`config.mk`:
```
export PLATFORM = sky130hd
export DESIGN_NAME = dmem_arbiter_flat
export DESIGN_NICKNAME = d
export VERILOG_FILES = /design/src/rtl/dmem_arbiter_if.sv /design/src/rtl/dmem_arbiter.sv /design/src/flat_wrapper.sv
export SDC_FILE = /design/constraint.sdc
export NUM_CORES = 1
export LEC_CHECK = 0
export BUFFER_PORTS_ARGS = -buffer_cell sky130_fd_sc_hd__buf_2
export CORE_AREA = 2 2 123 125
export CTS_BUF_LIST = sky130_fd_sc_hd__clkbuf_4
export CTS_CLUSTER_DIAMETER = 150
export CTS_CLUSTER_SIZE = 24
export DETAILED_ROUTE_END_ITERATION = 12
export DIE_AREA = 0 0 125 127
export PLACE_DENSITY_LB_ADDON = 0.12
export SETUP_SLACK_MARGIN = 0.02
export SLEW_MARGIN = 5
export SYNTH_ARGS = -nofsm -noshare
export SYNTH_HDL_FRONTEND = slang
export SYNTH_SLANG_ARGS = --single-unit
```
`constraint.sdc`:
```
create_clock -name clk -period 2 [get_ports clk]
set_input_delay 0.1 -clock clk [delete_from_list [all_inputs] [get_ports clk]]
set_output_delay 0.1 -clock clk [all_outputs]
set_load 0.02 [all_outputs]
```
`src/rtl/dmem_arbiter_if.sv`:
```
// Requester-side bundle of the data-memory arbiter: one command channel plus
// its grant and response.
interface dmem_arbiter_if #(
  parameter int ADDR_W = 32
) ();
  logic              req;
  logic              we;
  logic [ADDR_W-1:0] addr;
  logic [31:0]       wdata;
  logic [3:0]        wmask;
  logic              gnt;
  logic              rvalid;
  logic [31:0]       rdata;

  modport master (
    output req, we, addr, wdata, wmask,
    input  gnt, rvalid, rdata
  );

  modport slave (
    input  req, we, addr, wdata, wmask,
    output gnt, rvalid, rdata
  );
endinterface

```
`src/rtl/dmem_arbiter.sv`:
```
// Shares the data-memory port between the core (m0) and the loader (m1):
// registered round-robin grant, m1 starvation guard, in-order 1-deep responses.
module dmem_arbiter #(
  parameter int ADDR_W     = 32,
  parameter int STARVE_LIM = 4
) (
  input  logic              clk,
  input  logic              rst,
  dmem_arbiter_if.slave     m0,
  dmem_arbiter_if.slave     m1,
  output logic              m0_stall,
  output logic              ram_en,
  output logic              ram_we,
  output logic [ADDR_W-1:0] ram_addr,
  output logic [31:0]       ram_wdata,
  output logic [3:0]        ram_wmask,
  input  logic [31:0]       ram_rdata
);
  typedef enum logic {PORT_M0 = 1'b0, PORT_M1 = 1'b1} port_e;

  port_e             r_last;
  logic [3:0]        r_starve;
  logic              r_gnt0;
  logic              r_gnt1;
  logic              r_en;
  logic              r_we;
  logic [ADDR_W-1:0] r_addr;
  logic [31:0]       r_wdata;
  logic [3:0]        r_wmask;
  port_e             r_cmd_port;
  logic              r_rsp_vld;
  logic              r_rsp_rd;
  port_e             r_rsp_port;
  logic [31:0]       r_rdata0;
  logic [31:0]       r_rdata1;

  logic w_m0_elig;
  logic w_m1_elig;
  logic w_starved;
  logic w_sel0;
  logic w_sel1;
  logic w_ld0;
  logic w_ld1;

  // A port whose grant is showing this cycle already had its command taken.
  assign w_m0_elig = m0.req & ~r_gnt0;
  assign w_m1_elig = m1.req & ~r_gnt1;
  assign w_starved = (r_starve >= 4'(STARVE_LIM));

  always_comb begin
    w_sel0 = 1'b0;
    w_sel1 = 1'b0;
    if (w_m0_elig && w_m1_elig) begin
      if (w_starved || (r_last == PORT_M0)) w_sel1 = 1'b1;
      else                                  w_sel0 = 1'b1;
    end else if (w_m0_elig) begin
      w_sel0 = 1'b1;
    end else if (w_m1_elig) begin
      w_sel1 = 1'b1;
    end
  end

  always_ff @(posedge clk or negedge rst) begin
    if (!rst) begin
      r_last     <= PORT_M1;
      r_starve   <= 4'd0;
      r_gnt0     <= 1'b0;
      r_gnt1     <= 1'b0;
      r_en       <= 1'b0;
      r_we       <= 1'b0;
      r_addr     <= '0;
      r_wdata    <= 32'd0;
      r_wmask    <= 4'd0;
      r_cmd_port <= PORT_M0;
    end else begin
      r_gnt0 <= w_sel0;
      r_gnt1 <= w_sel1;
      r_en   <= w_sel0 | w_sel1;
      if (w_sel0) begin
        r_last     <= PORT_M0;
        r_we       <= m0.we;
        r_addr     <= m0.addr;
        r_wdata    <= m0.wdata;
        r_wmask    <= m0.wmask;
        r_cmd_port <= PORT_M0;
      end else if (w_sel1) begin
        r_last     <= PORT_M1;
        r_we       <= m1.we;
        r_addr     <= m1.addr;
        r_wdata    <= m1.wdata;
        r_wmask    <= m1.wmask;
        r_cmd_port <= PORT_M1;
      end else begin
        r_we       <= 1'b0;
        r_addr     <= '0;
        r_wdata    <= 32'd0;
        r_wmask    <= 4'd0;
        r_cmd_port <= PORT_M0;
      end
      if (w_sel1 || !m1.req)                r_starve <= 4'd0;
      else if (w_sel0 && r_starve != 4'hF)  r_starve <= r_starve + 4'd1;
    end
  end

  // Response stage: the tag follows the command by one cycle, RAM data lands alongside it.
  always_ff @(posedge clk or negedge rst) begin
    if (!rst) begin
      r_rsp_vld  <= 1'b0;
      r_rsp_rd   <= 1'b0;
      r_rsp_port <= PORT_M0;
      r_rdata0   <= 32'd0;
      r_rdata1   <= 32'd0;
    end else begin
      r_rsp_vld  <= r_en;
      r_rsp_rd   <= r_en & ~r_we;
      r_rsp_port <= r_cmd_port;
      if (w_ld0) r_rdata0 <= ram_rdata;
      if (w_ld1) r_rdata1 <= ram_rdata;
    end
  end

  assign w_ld0 = r_rsp_vld & r_rsp_rd & (r_rsp_port == PORT_M0);
  assign w_ld1 = r_rsp_vld & r_rsp_rd & (r_rsp_port == PORT_M1);

  assign m0.gnt    = r_gnt0;
  assign m1.gnt    = r_gnt1;
  assign m0.rvalid = r_rsp_vld & (r_rsp_port == PORT_M0);
  assign m1.rvalid = r_rsp_vld & (r_rsp_port == PORT_M1);
  assign m0.rdata  = w_ld0 ? ram_rdata : r_rdata0;
  assign m1.rdata  = w_ld1 ? ram_rdata : r_rdata1;
  assign m0_stall  = m0.req & ~r_gnt0;

  assign ram_en    = r_en;
  assign ram_we    = r_we;
  assign ram_addr  = r_addr;
  assign ram_wdata = r_wdata;
  assign ram_wmask = r_wmask;
endmodule

```
`src/flat_wrapper.sv`:
```
// flat-port wrapper written by rule: the top's interface ports become plain ports
module dmem_arbiter_flat 
#(
  parameter int ADDR_W     = 32,
  parameter int STARVE_LIM = 4
)
  (clk, rst, m0_stall, ram_en, ram_we, ram_addr, ram_wdata, ram_wmask, ram_rdata, m0_req, m0_we, m0_addr, m0_wdata, m0_wmask, m0_gnt, m0_rvalid, m0_rdata, m1_req, m1_we, m1_addr, m1_wdata, m1_wmask, m1_gnt, m1_rvalid, m1_rdata);
  dmem_arbiter_if #(.ADDR_W(ADDR_W)) m0_i ();
  dmem_arbiter_if #(.ADDR_W(ADDR_W)) m1_i ();
  input  logic clk;
  input  logic rst;
  output logic m0_stall;
  output logic ram_en;
  output logic ram_we;
  output logic [ADDR_W-1:0] ram_addr;
  output logic [31:0] ram_wdata;
  output logic [3:0] ram_wmask;
  input  logic [31:0] ram_rdata;
  input wire logic [$bits(m0_i.req)-1:0] m0_req;
  input wire logic [$bits(m0_i.we)-1:0] m0_we;
  input wire logic [$bits(m0_i.addr)-1:0] m0_addr;
  input wire logic [$bits(m0_i.wdata)-1:0] m0_wdata;
  input wire logic [$bits(m0_i.wmask)-1:0] m0_wmask;
  output wire logic [$bits(m0_i.gnt)-1:0] m0_gnt;
  output wire logic [$bits(m0_i.rvalid)-1:0] m0_rvalid;
  output wire logic [$bits(m0_i.rdata)-1:0] m0_rdata;
  input wire logic [$bits(m1_i.req)-1:0] m1_req;
  input wire logic [$bits(m1_i.we)-1:0] m1_we;
  input wire logic [$bits(m1_i.addr)-1:0] m1_addr;
  input wire logic [$bits(m1_i.wdata)-1:0] m1_wdata;
  input wire logic [$bits(m1_i.wmask)-1:0] m1_wmask;
  output wire logic [$bits(m1_i.gnt)-1:0] m1_gnt;
  output wire logic [$bits(m1_i.rvalid)-1:0] m1_rvalid;
  output wire logic [$bits(m1_i.rdata)-1:0] m1_rdata;
  assign m0_i.req = m0_req;
  assign m0_i.we = m0_we;
  assign m0_i.addr = m0_addr;
  assign m0_i.wdata = m0_wdata;
  assign m0_i.wmask = m0_wmask;
  assign m0_gnt = m0_i.gnt;
  assign m0_rvalid = m0_i.rvalid;
  assign m0_rdata = m0_i.rdata;
  assign m1_i.req = m1_req;
  assign m1_i.we = m1_we;
  assign m1_i.addr = m1_addr;
  assign m1_i.wdata = m1_wdata;
  assign m1_i.wmask = m1_wmask;
  assign m1_gnt = m1_i.gnt;
  assign m1_rvalid = m1_i.rvalid;
  assign m1_rdata = m1_i.rdata;
  dmem_arbiter #(.ADDR_W(ADDR_W), .STARVE_LIM(STARVE_LIM)) u_core (.clk(clk), .rst(rst), .m0(m0_i), .m1(m1_i), .m0_stall(m0_stall), .ram_en(ram_en), .ram_we(ram_we), .ram_addr(ram_addr), .ram_wdata(ram_wdata), .ram_wmask(ram_wmask), .ram_rdata(ram_rdata));
endmodule
```
==> flow_summary.yaml, run 1 <==
clock_network:
  post_cts_buffers: 0
  hold_buffers: 171
  cts_resized: 0
  clock-root-buffer: "clkbuf_4"
  cts.sinks: 145
  clk_path_buf_depth: 2
  cts_inserted_buffers: 17
  cts_htree_levels: 4
floorplan:
  initial_core_util_pct: 37.3
  fp.dieH_um: 127
  floorplan.rows: 44
  ios: 313
  die_w_um: 125
logic_synthesis:
  yosys_register_bits: 145
  synth-xor-area-share_pct: 0.163
  syn_area_um2: 5390
  synth_compound_area_share_pct: 12.7
  ys_seq_area_share_pct: 67.4
  synth_area_per_cell_um2: 16.1
  synth_cell_type_count: 35
  synthAdderAreaFrac_pct: 0.232
  synth_mux_area_share_pct: 13.4
  syn_nets: 509
  synth_simple_gate_area_share_pct: 2.65
  ys_top_cells_by_area: "dfrtp_1 67%, mux2_2 13%, a22o_1 11%"
  synth_top_family_by_area: "multiplexers"
  synth_largest_area_cell: "dfrtp_1"
  yosysWarnings: 0
  synth.top_cell.area_share_pct: 66.9
  netlist_instances: 334
place:
  dp_hpwl_um: 11000
  io_buffers: 312
  gp_congestion: 0.769
status:
  firstError: "[ERROR RSZ-0060] Max buffer count reached."
  stop_stage: "4_1_cts"
  status: "did not finish"
==> stage by stage <==
step / setup slack, ns / instances / hold WS (ns) / utilization, % / instance area [µm²]
floorplan: 0.352 / 334 / -0.196 / - / 5390
global placement: 0.231 / 821 / 0.0901 / 49.7 / 7170
detailed placement: 0.208 / 821 / 0.0980 / 49.7 / 7170
==> synthesized netlist by cell type (all sizes together) <==
cell type / number
a211o: 1
and3: 1
or2b: 2
nand2: 2
inv: 2
ha: 1
nor2: 4
nand2b: 1
buf: 18
or3b: 1
nand3: 4
a21bo: 1
nand3b: 2
a21o: 2
mux2: 64
a22o: 69
nand4: 1
xor2: 1
clkbuf: 2
o21ai: 2
nor2b: 3
dfstp: 1
and2: 1
dfrtp: 144
a21oi: 4
==> logic make-up after synthesis <==
kind of cell    Yosys count
xor+xnor                  1
mux                      64
flops                   145
fa+ha+maj                 1
buf+inv                  22
simple gates             22
compound gates           79
==> run 2, diff against run 1 <==
CORE_AREA = default   (was 2 2 123 125)
CORE_MARGIN = 2   (was default)
CORE_UTILIZATION = 33   (was default)
CTS_BUF_LIST = default   (was sky130_fd_sc_hd__clkbuf_4)
CTS_CLUSTER_DIAMETER = default   (was 150)
CTS_CLUSTER_SIZE = default   (was 24)
DIE_AREA = default   (was 0 0 125 127)
PLACE_DENSITY_LB_ADDON = 0.15   (was 0.12)
SETUP_SLACK_MARGIN = default   (was 0.02)
==> flow_summary.yaml, run 2 <==
logic_synthesis:
  yosys_register_bits: 145
  yosysWarnings: 0
  ys_seq_area_share_pct: 67.4
  synth_cell_type_count: 35
  syn_area_um2: 5390
  synth_flop_cell: "dfrtp_1"
  ys_top_cells_by_area: "dfrtp_1 67%, mux2_2 13%, a22o_1 11%"
  netlist_instances: 334
  synthMostInstantiatedCell: "dfrtp_1"
  ys_top_cells_by_count: "144 x dfrtp_1, 66 x a22o_1, 64 x mux2_2"
  syn_nets: 509
  synth.top_cell.area_share_pct: 66.9
  synth_largest_area_cell: "dfrtp_1"
  ys_async_sr_fraction_pct: 100
  synth_area_per_cell_um2: 16.1
  synth_edf_count: 0
critical_path:
  critPathRequiredTime_ns: 2.29
  crit_start: "u_core.r_last$_DFFE_PN1P_"
  critPathCaptureType: "flop"
  cp_slowest_cell: "dfstp_2"
  critical_path_arrival_ns: 2.20
  cp-start-kind: "flop"
  path_max_fanout: 31
  worst-path-buf-inv: 1
  worstSetupPathType: "flop to flop"
  crit_top_cell: "nor2_4"
  reg2reg_from: "u_core.r_last$_DFFE_PN1P_"
  cpPeakStageDelay_ns: 0.54
  critPathTopFamily: "simple AND/OR/NAND/NOR gates"
  worstPathCellList: "or3b_4 > nor2_4 > nor2_4 > buf_4 > a22o_1"
place:
  io_buffers: 312
  gp_congestion: 0.761
  dp_hpwl_um: 10900
detailed_routing:
  vias: 4867
  first_pass_iters: 4
  dr.first_iter.drc_count: 191
  drt-total-wl_um: 17000
  wire_per_inst_um: 16.2
  drc_errors: 0
  ant_nets: 0
  avgViaCountPerCell: 4.63
floorplan:
  initial_core_util_pct: 33.8
  coreArea_um2: 15900
  floorplan.rows: 46
  ios: 313
  fp.dieH_um: 132
  die_area_um2: 17400
  die_w_um: 132
clock_network:
  clk_path_buf_depth: 2
  clock-root-buffer: "clkbuf_16"
  clk_latency_ns: 0.41
  cts_inserted_buffers: 17
  clkTransAtPathRegs_ns: 0.06
  cts_tree: "yes"
  cts_htree_levels: 4
  cts.sinks: 145
finish:
  final_cell_mix: "311 x buf_2, 171 x dlygate4sd3_1, 144 x dfrtp_1"
  diodes: 0
  final_common_cell: "buf_2"
  multiInputGateArea_um2: 1580
  register_area_um2: 3630
  fin_nets: 998
  fillCellCount: 1257
  drive_gt1_share_pct: 51.2
  syn_to_final_growth_pct: 76.0
power:
  p_comb_share_pct: 34.5
  p_sw_w: 0.00350
  power.internal_w: 0.00722
  netSwitchingFraction_pct: 32.7
  leakagePower_nw: 4.76
  seqPwrFrac_pct: 36.6
  total_power_w: 0.0107
  pwr-share-clk_pct: 28.8
  power_density_nw_per_um2: 1130
  ir_drop_mv: 0.566
timing:
  rsz0062_at_grt: "false"
  drv_slew: 0
  finalSetupViolCount: 0
  worstMarginPinSlew_ns: 0.527
  final_min_period_over_clock_period_pct: 95.4
  fmax_ghz: 0.524
  skew_ns: 0.00834
  period_minus_slack_ns: 1.91
  maxSlewHeadroom_pct: 64.8
  tns_ns: 0
  hold_viol: 0
grt:
  grt_max_degree: 71
  grt_pass1_vias: 5340
  grt-ovfl-total: 0
  antenna_found_initial: 0
  grt_pass1_wl_um: 27300
  grt.total_usage_pct: 19.9
job:
  cap_violations: 0
worst_hold_path:
  hp-class: "input port to flop"
  worstHoldStart: "m1_req"
status:
  status: "finished clean"
## run 2: cell counts after synthesis
No cell type changed its count.
## run 2: per-stage QoR
| stage | cell area (µm²) | hold WS [ns] | instances | worst slack (ns) | util, % |
|---|---|---|---|---|---|
| 2_1_floorplan | 5390 | -0.196 | 334 | 0.352 | - |
| 3_3_place_gp | 7180 | 0.0779 | 849 | 0.176 | 45.1 |
| 3_5_place_dp | 7180 | 0.0962 | 849 | 0.122 | 45.1 |
| 4_1_cts | 9480 | 0.0579 | 1052 | 0.102 | 59.4 |
| 5_1_grt | 9480 | 0.0841 | 1052 | 0.0251 | 59.4 |
| 6_report | 9480 | 0.0719 | 1052 | 0.0927 | 59.4 |
## run 2: layer usage
layer,share of wire (%),wire length [µm],GRT usage [%],up-vias
li1,-,-,-,2212
met1,38,6530,22.2,2409
met2,53,8980,35.9,216
met3,6.3,1080,5.42,30
met4,2.6,440,8.45,0
met5,0,0,0,-
## run 2: worst reg2reg max path: stages, from the launching register on
cell and delay, ns:
dfstp_2 0.54, or3b_4 0.41, nor2_4 0.14, nor2_4 0.12
buf_4 0.28, a22o_1 0.29
## run 2: repair_timing
item | 4_1_cts | 5_1_grt
hold buffers | 171 | 0
hold endpoints to repair | 184 | 0
setup buffers | 0 | 0
gates resized for setup | 0 | 0
## run 2: kinds of logic after synthesis
family | Yosys count | share of synthesized area (%)
buf+inv | 22 | 3.46
simple gates | 22 | 2.65
xor+xnor | 1 | 0.163
mux | 64 | 13.4
fa+ha+maj | 1 | 0.232
compound gates | 79 | 12.7
flops | 145 | 67.4
## run 2: area by class of cell
class / count / area share [%]
well taps: 216 / 2.85
flip-flops and latches: 145 / 38.3
repair buffers: 490 / 35.9
inverters: 2 / 0.0792
multi-input cells: 167 / 16.7
clock inverters: 11 / 1.19
clock buffers: 21 / 4.96
## run 2: final timing paths
check                                                endpoint  cells past startpoint  slack (ns)
worst max-delay path            u_core.ram_wdata[3]$_DFF_PN0_                      5        0.09
worst min-delay path                  u_core.ram_en$_DFF_PN0_                      3        0.07
worst max register to register  u_core.ram_wdata[3]$_DFF_PN0_                      5        0.09
worst min register to register    u_core.r_rsp_port$_DFF_PN0_                      0        0.35
max in group asynchronous       u_core.r_rdata0[30]$_DFF_PN0_                      3        1.05
min in group asynchronous        u_core.r_rdata1[8]$_DFF_PN0_                      2        0.22
## run 2: power groups by stage
stage | clock [W] | combinational (W) | sequential (W)
after global placement | 0 | 0.00341 | 0.00394
after CTS | 0.00317 | 0.00373 | 0.00393
after floorplan | 0 | 0.00199 | 0.00417
after detailed placement | 0 | 0.00346 | 0.00398
final | 0.00309 | 0.00371 | 0.00393
after global routing | 0.00329 | 0.00395 | 0.00401
Note: power is estimated with default switching activity, not from simulation.
==> run 3, diff against run 2 <==
==> constraint.sdc (replaced) <==
create_clock -name clk -period 2 [get_ports clk]
set_input_delay 0.2 -clock clk [delete_from_list [all_inputs] [get_ports clk]]
set_output_delay 0.2 -clock clk [all_outputs]
set_load 0.02 [all_outputs]
==> flow_summary.yaml, run 3 (synthesis results as in run 2) <==
timing:
  worstMarginPinSlew_ns: 0.502
  hold_viol: 0
  drv_slew: 0
  skew_ns: 0.00617
  fin_ws_ns: 0.0199
  fmax_ghz: 0.505
  final_min_period_over_clock_period_pct: 99.0
  maxSlewHeadroom_pct: 66.5
  rsz0062_at_grt: "true"
  period_minus_slack_ns: 1.98
  finalSetupViolCount: 0
grt:
  grt_pass1_wl_um: 26100
  grt_pass1_vias: 5152
  grt.total_usage_pct: 19.3
  grt-ovfl-total: 0
  grt_max_degree: 60
  antenna_found_initial: 0
clock_network:
  clk_latency_ns: 0.42
  clock-root-buffer: "clkbuf_16"
  cts_inserted_buffers: 17
  cts_htree_levels: 4
  cts.sinks: 145
  clk_path_buf_depth: 2
  cts_tree: "yes"
  clkTransAtPathRegs_ns: 0.06
detailed_routing:
  avgViaCountPerCell: 4.64
  wire_per_inst_um: 16.8
  ant_nets: 0
  dr.first_iter.drc_count: 96
  vias: 4692
  first_pass_iters: 4
  drt-total-wl_um: 17000
  drc_errors: 0
place:
  io_buffers: 312
  post-place-ws_ns: 0.263
  gp_congestion: 0.750
  placed_cells: 851
  dp_hpwl_um: 10900
finish:
  fin_nets: 958
  fillCellCount: 1294
  drive_gt1_share_pct: 55.5
  diodes: 0
  final_cell_mix: "288 x buf_2, 144 x dfrtp_1, 118 x dlygate4sd3_1"
  final-instance-count-excl-fill: 1012
  register_area_um2: 3630
  final_common_cell: "buf_2"
  syn_to_final_growth_pct: 73.7
  multiInputGateArea_um2: 1650
critical_path:
  cp-start-kind: "flop"
  reg2reg_slack_ns: 0.25
  critPathCaptureType: "output port"
  critPathRequiredTime_ns: 1.80
  worstSetupPathType: "flop to output port"
  path_max_fanout: 8
  critical_path_arrival_ns: 1.78
status:
  status: "finished clean"
job:
  cap_violations: 0
floorplan:
  initial_core_util_pct: 33.8
  floorplan.rows: 46
  die_w_um: 132
  die_area_um2: 17400
  fp.dieH_um: 132
  ios: 313
  coreArea_um2: 15900
power:
  power_density_nw_per_um2: 1230
  ir_drop_mv: 0.556
  leakagePower_nw: 4.79
worst_hold_path:
  hp-class: "input port to flop"
## run 3: cell types whose count changed in the layout (fill, tap and decap cells not counted), moves of 2 or more
| cell | change |
|---|---|
| buf_2 | -23 |
| buf_6 | +20 |
| clkbuf_8 | -3 |
| mux2_2 | -18 |
| mux2_4 | +18 |
| bufinv_16 | +3 |
| dlygate4sd3_1 | -53 |
| buf_4 | +12 |
| clkbuf_16 | +2 |
## run 3: worst max-delay path, stage by stage, from the launching register on
cell       delay (ns)
dfrtp_1          0.40
nand3b_1         0.18
buf_6            0.16
clkbuf_16        0.17
mux2_4           0.32
buf_6            0.13
## run 3: layer usage
metal  part of all wire (%)  wire [µm]  GRT usage (%)
met4                    2.9        486           8.76
met3                    6.5       1110           5.84
met5                      0          0              0
met2                     54       9210           35.6
met1                     37       6230           20.0
## run 3: per-stage QoR
stage	area [µm²]	util, %	hold WS (ns)	setup TNS, ns	power (W)
2_1_floorplan	5390	-	-0.0956	0	0.00616
3_3_place_gp	7210	45.2	0.185	0	0.00737
3_5_place_dp	7210	45.2	0.193	0	0.00746
4_1_cts	9020	56.6	0.000240	0	0.0111
5_1_grt	9360	58.7	0.00157	-1.32	0.0120
6_report	9360	58.7	0.0110	0	0.0115
## run 3: path summary, 6_finish.rpt
check | to | cells past startpoint | from
worst min-delay path | u_core.ram_wdata[10]$_DFF_PN0_ | 2 | m1_wdata[10]
worst min register to register | u_core.r_rsp_port$_DFF_PN0_ | 0 | u_core.r_cmd_port$_DFF_PN0_
worst max-delay path | m0_rdata[17] | 5 | u_core.r_rsp_port$_DFF_PN0_
max in group asynchronous | u_core.r_last$_DFFE_PN1P_ | 3 | rst
min in group asynchronous | u_core.r_rdata1[8]$_DFF_PN0_ | 2 | rst
worst max register to register | u_core.ram_wdata[31]$_DFF_PN0_ | 5 | u_core.r_last$_DFFE_PN1P_
## run 3: layout make-up
| type | instances | area share (%) |
|---|---|---|
| Multi-Input combinational cell | 167 | 17.6 |
| Sequential cell | 145 | 38.8 |
| Inverter | 2 | 0.0802 |
| Clock inverter | 15 | 2.30 |
| Clock buffer | 17 | 4.55 |
| Tap cell | 216 | 2.89 |
| Timing Repair Buffer | 450 | 33.8 |
## run 3: what timing repair did
item	CTS	global route
endpoints found under the hold margin	110	1
resized for setup	0	64
endpoints found under the setup margin	0	32
setup buffers	0	8
hold buffers	117	1
## run 3: where the power goes
group	switching [W]	total, W	internal [W]
clock network	0.00122	0.00343	0.00220
registers	0.000207	0.00394	0.00373
logic	0.00221	0.00413	0.00192
==> run 4, diff against run 3 <==
BUFFER_PORTS_ARGS = -buffer_cell sky130_fd_sc_hd__buf_4   (was -buffer_cell sky130_fd_sc_hd__buf_2)
==> flow_summary.yaml, run 4 (synthesis results as in run 2) <==
power:
  pwr-share-clk_pct: 27.8
  leakagePower_nw: 4.94
  ir_drop_mv: 0.580
  p_sw_w: 0.00366
  power.internal_w: 0.00793
  power_density_nw_per_um2: 1160
  netSwitchingFraction_pct: 31.6
  p_comb_share_pct: 38.2
  seqPwrFrac_pct: 34.0
  total_power_w: 0.0116
floorplan:
  floorplan.rows: 46
  die_area_um2: 17400
  die_w_um: 132
  initial_core_util_pct: 33.8
  fp.dieH_um: 132
  ios: 313
  coreArea_um2: 15900
timing:
  maxSlewHeadroom_pct: 60.1
  skew_ns: 0.00835
  period_minus_slack_ns: 1.96
  final_min_period_over_clock_period_pct: 98.2
  fin_hold_ws_ns: 0.0138
  hold_viol: 0
  fmax_ghz: 0.509
  tns_ns: 0
  rsz0062_at_grt: "true"
  drv_slew: 0
  finalSetupViolCount: 0
  worstMarginPinSlew_ns: 0.592
clock_network:
  clock-root-buffer: "clkbuf_16"
  cts_inserted_buffers: 17
  clk_latency_ns: 0.42
  cts_tree: "yes"
  cts_htree_levels: 4
  clk_path_buf_depth: 2
  clkTransAtPathRegs_ns: 0.06
  cts.sinks: 145
place:
  dpl_cell_area_um2: 8040
  dp_hpwl_um: 11600
  gp_congestion: 0.748
  io_buffers: 312
finish:
  fin_nets: 960
  final_cell_mix: "310 x buf_4, 144 x dfrtp_1, 121 x dlygate4sd3_1"
  syn_to_final_growth_pct: 85.7
  final_core_util_pct: 62.7
  final_common_cell: "buf_4"
  diodes: 0
  drive_gt1_share_pct: 55.1
  fillCellCount: 1192
  design_area_um2: 10000
detailed_routing:
  dr.first_iter.drc_count: 148
  drt-total-wl_um: 18000
  wire_per_inst_um: 17.7
  avgViaCountPerCell: 4.63
  drc_errors: 0
  vias: 4699
  ant_nets: 0
  first_pass_iters: 4
critical_path:
  reg2reg_slack_ns: 0.23
  critPathRequiredTime_ns: 1.80
  cp-start-kind: "flop"
  critPathCaptureType: "output port"
  critical_path_arrival_ns: 1.76
  path_max_fanout: 8
  worstSetupPathType: "flop to output port"
grt:
  antenna_found_initial: 0
  grt.total_usage_pct: 20.6
  grt_pass1_vias: 5210
  grt-ovfl-total: 0
  grt_max_degree: 58
  grt_pass1_wl_um: 27400
job:
  cap_violations: 0
worst_hold_path:
  hp-class: "input port to flop"
status:
  status: "finished clean"
## run 4: stage by stage
step,setup WS [ns],std cells
6_report,0.0365,1014
5_1_grt,-0.0281,1014
4_1_cts,0.0145,1007
3_5_place_dp,0.223,854
3_3_place_gp,0.269,854
2_1_floorplan,0.352,334
## run 4: area by class of cell
class / instances / area [µm²] / area share (%)
clock buffer: 19 / 443 / 4.43
clock inverter: 13 / 163 / 1.63
inverter: 2 / 7.51 / 0.0751
multi-input combinational: 167 / 1600 / 16.0
sequential: 145 / 3630 / 36.3
tap: 216 / 270 / 2.70
timing repair buffer: 452 / 3880 / 38.8
## run 4: metal layers
layer	GRT usage (%)	share of wire [%]	wire (µm)	up-vias
met4	9.96	4.1	737	0
met2	36.8	52	9300	213
met5	0	0	0	-
li1	-	-	-	2132
met3	7.34	7.0	1250	48
met1	21.5	37	6700	2306
## run 4: worst paths after layout
check / start / end / cells past startpoint
worst max-delay path: u_core.r_rsp_vld$_DFF_PN0_ / m0_rdata[15] / 5
worst max register to register: u_core.r_last$_DFFE_PN1P_ / u_core.ram_addr[31]$_DFF_PN0_ / 5
worst min register to register: u_core.r_cmd_port$_DFF_PN0_ / u_core.r_rsp_port$_DFF_PN0_ / 0
worst min-delay path: m1_addr[5] / u_core.ram_addr[5]$_DFF_PN0_ / 2
max in group asynchronous: rst / u_core.ram_wdata[18]$_DFF_PN0_ / 3
min in group asynchronous: rst / u_core.r_rdata0[6]$_DFF_PN0_ / 2
## run 4: worst max-delay path: stages, from the launching register on
cell	delay (ns)
dfrtp_1	0.41
nand3b_1	0.11
buf_6	0.15
clkbuf_16	0.17
mux2_2	0.35
buf_4	0.16
## run 4: power by group through the flow
stage,Combinational [W],Sequential [W],Clock (W)
after floorplan,0.00199,0.00417,0
after global placement,0.00403,0.00396,0
after detailed placement,0.00409,0.00398,0
after CTS,0.00429,0.00394,0.00329
after global routing,0.00468,0.00402,0.00341
final,0.00443,0.00394,0.00322
## run 4: timing repair
action                                  CTS  global route
buffers inserted                          0             4
hold buffers                            121             0
endpoints found under the setup margin    0            32
gates resized for setup                   0            15
hold endpoints to repair                117             0
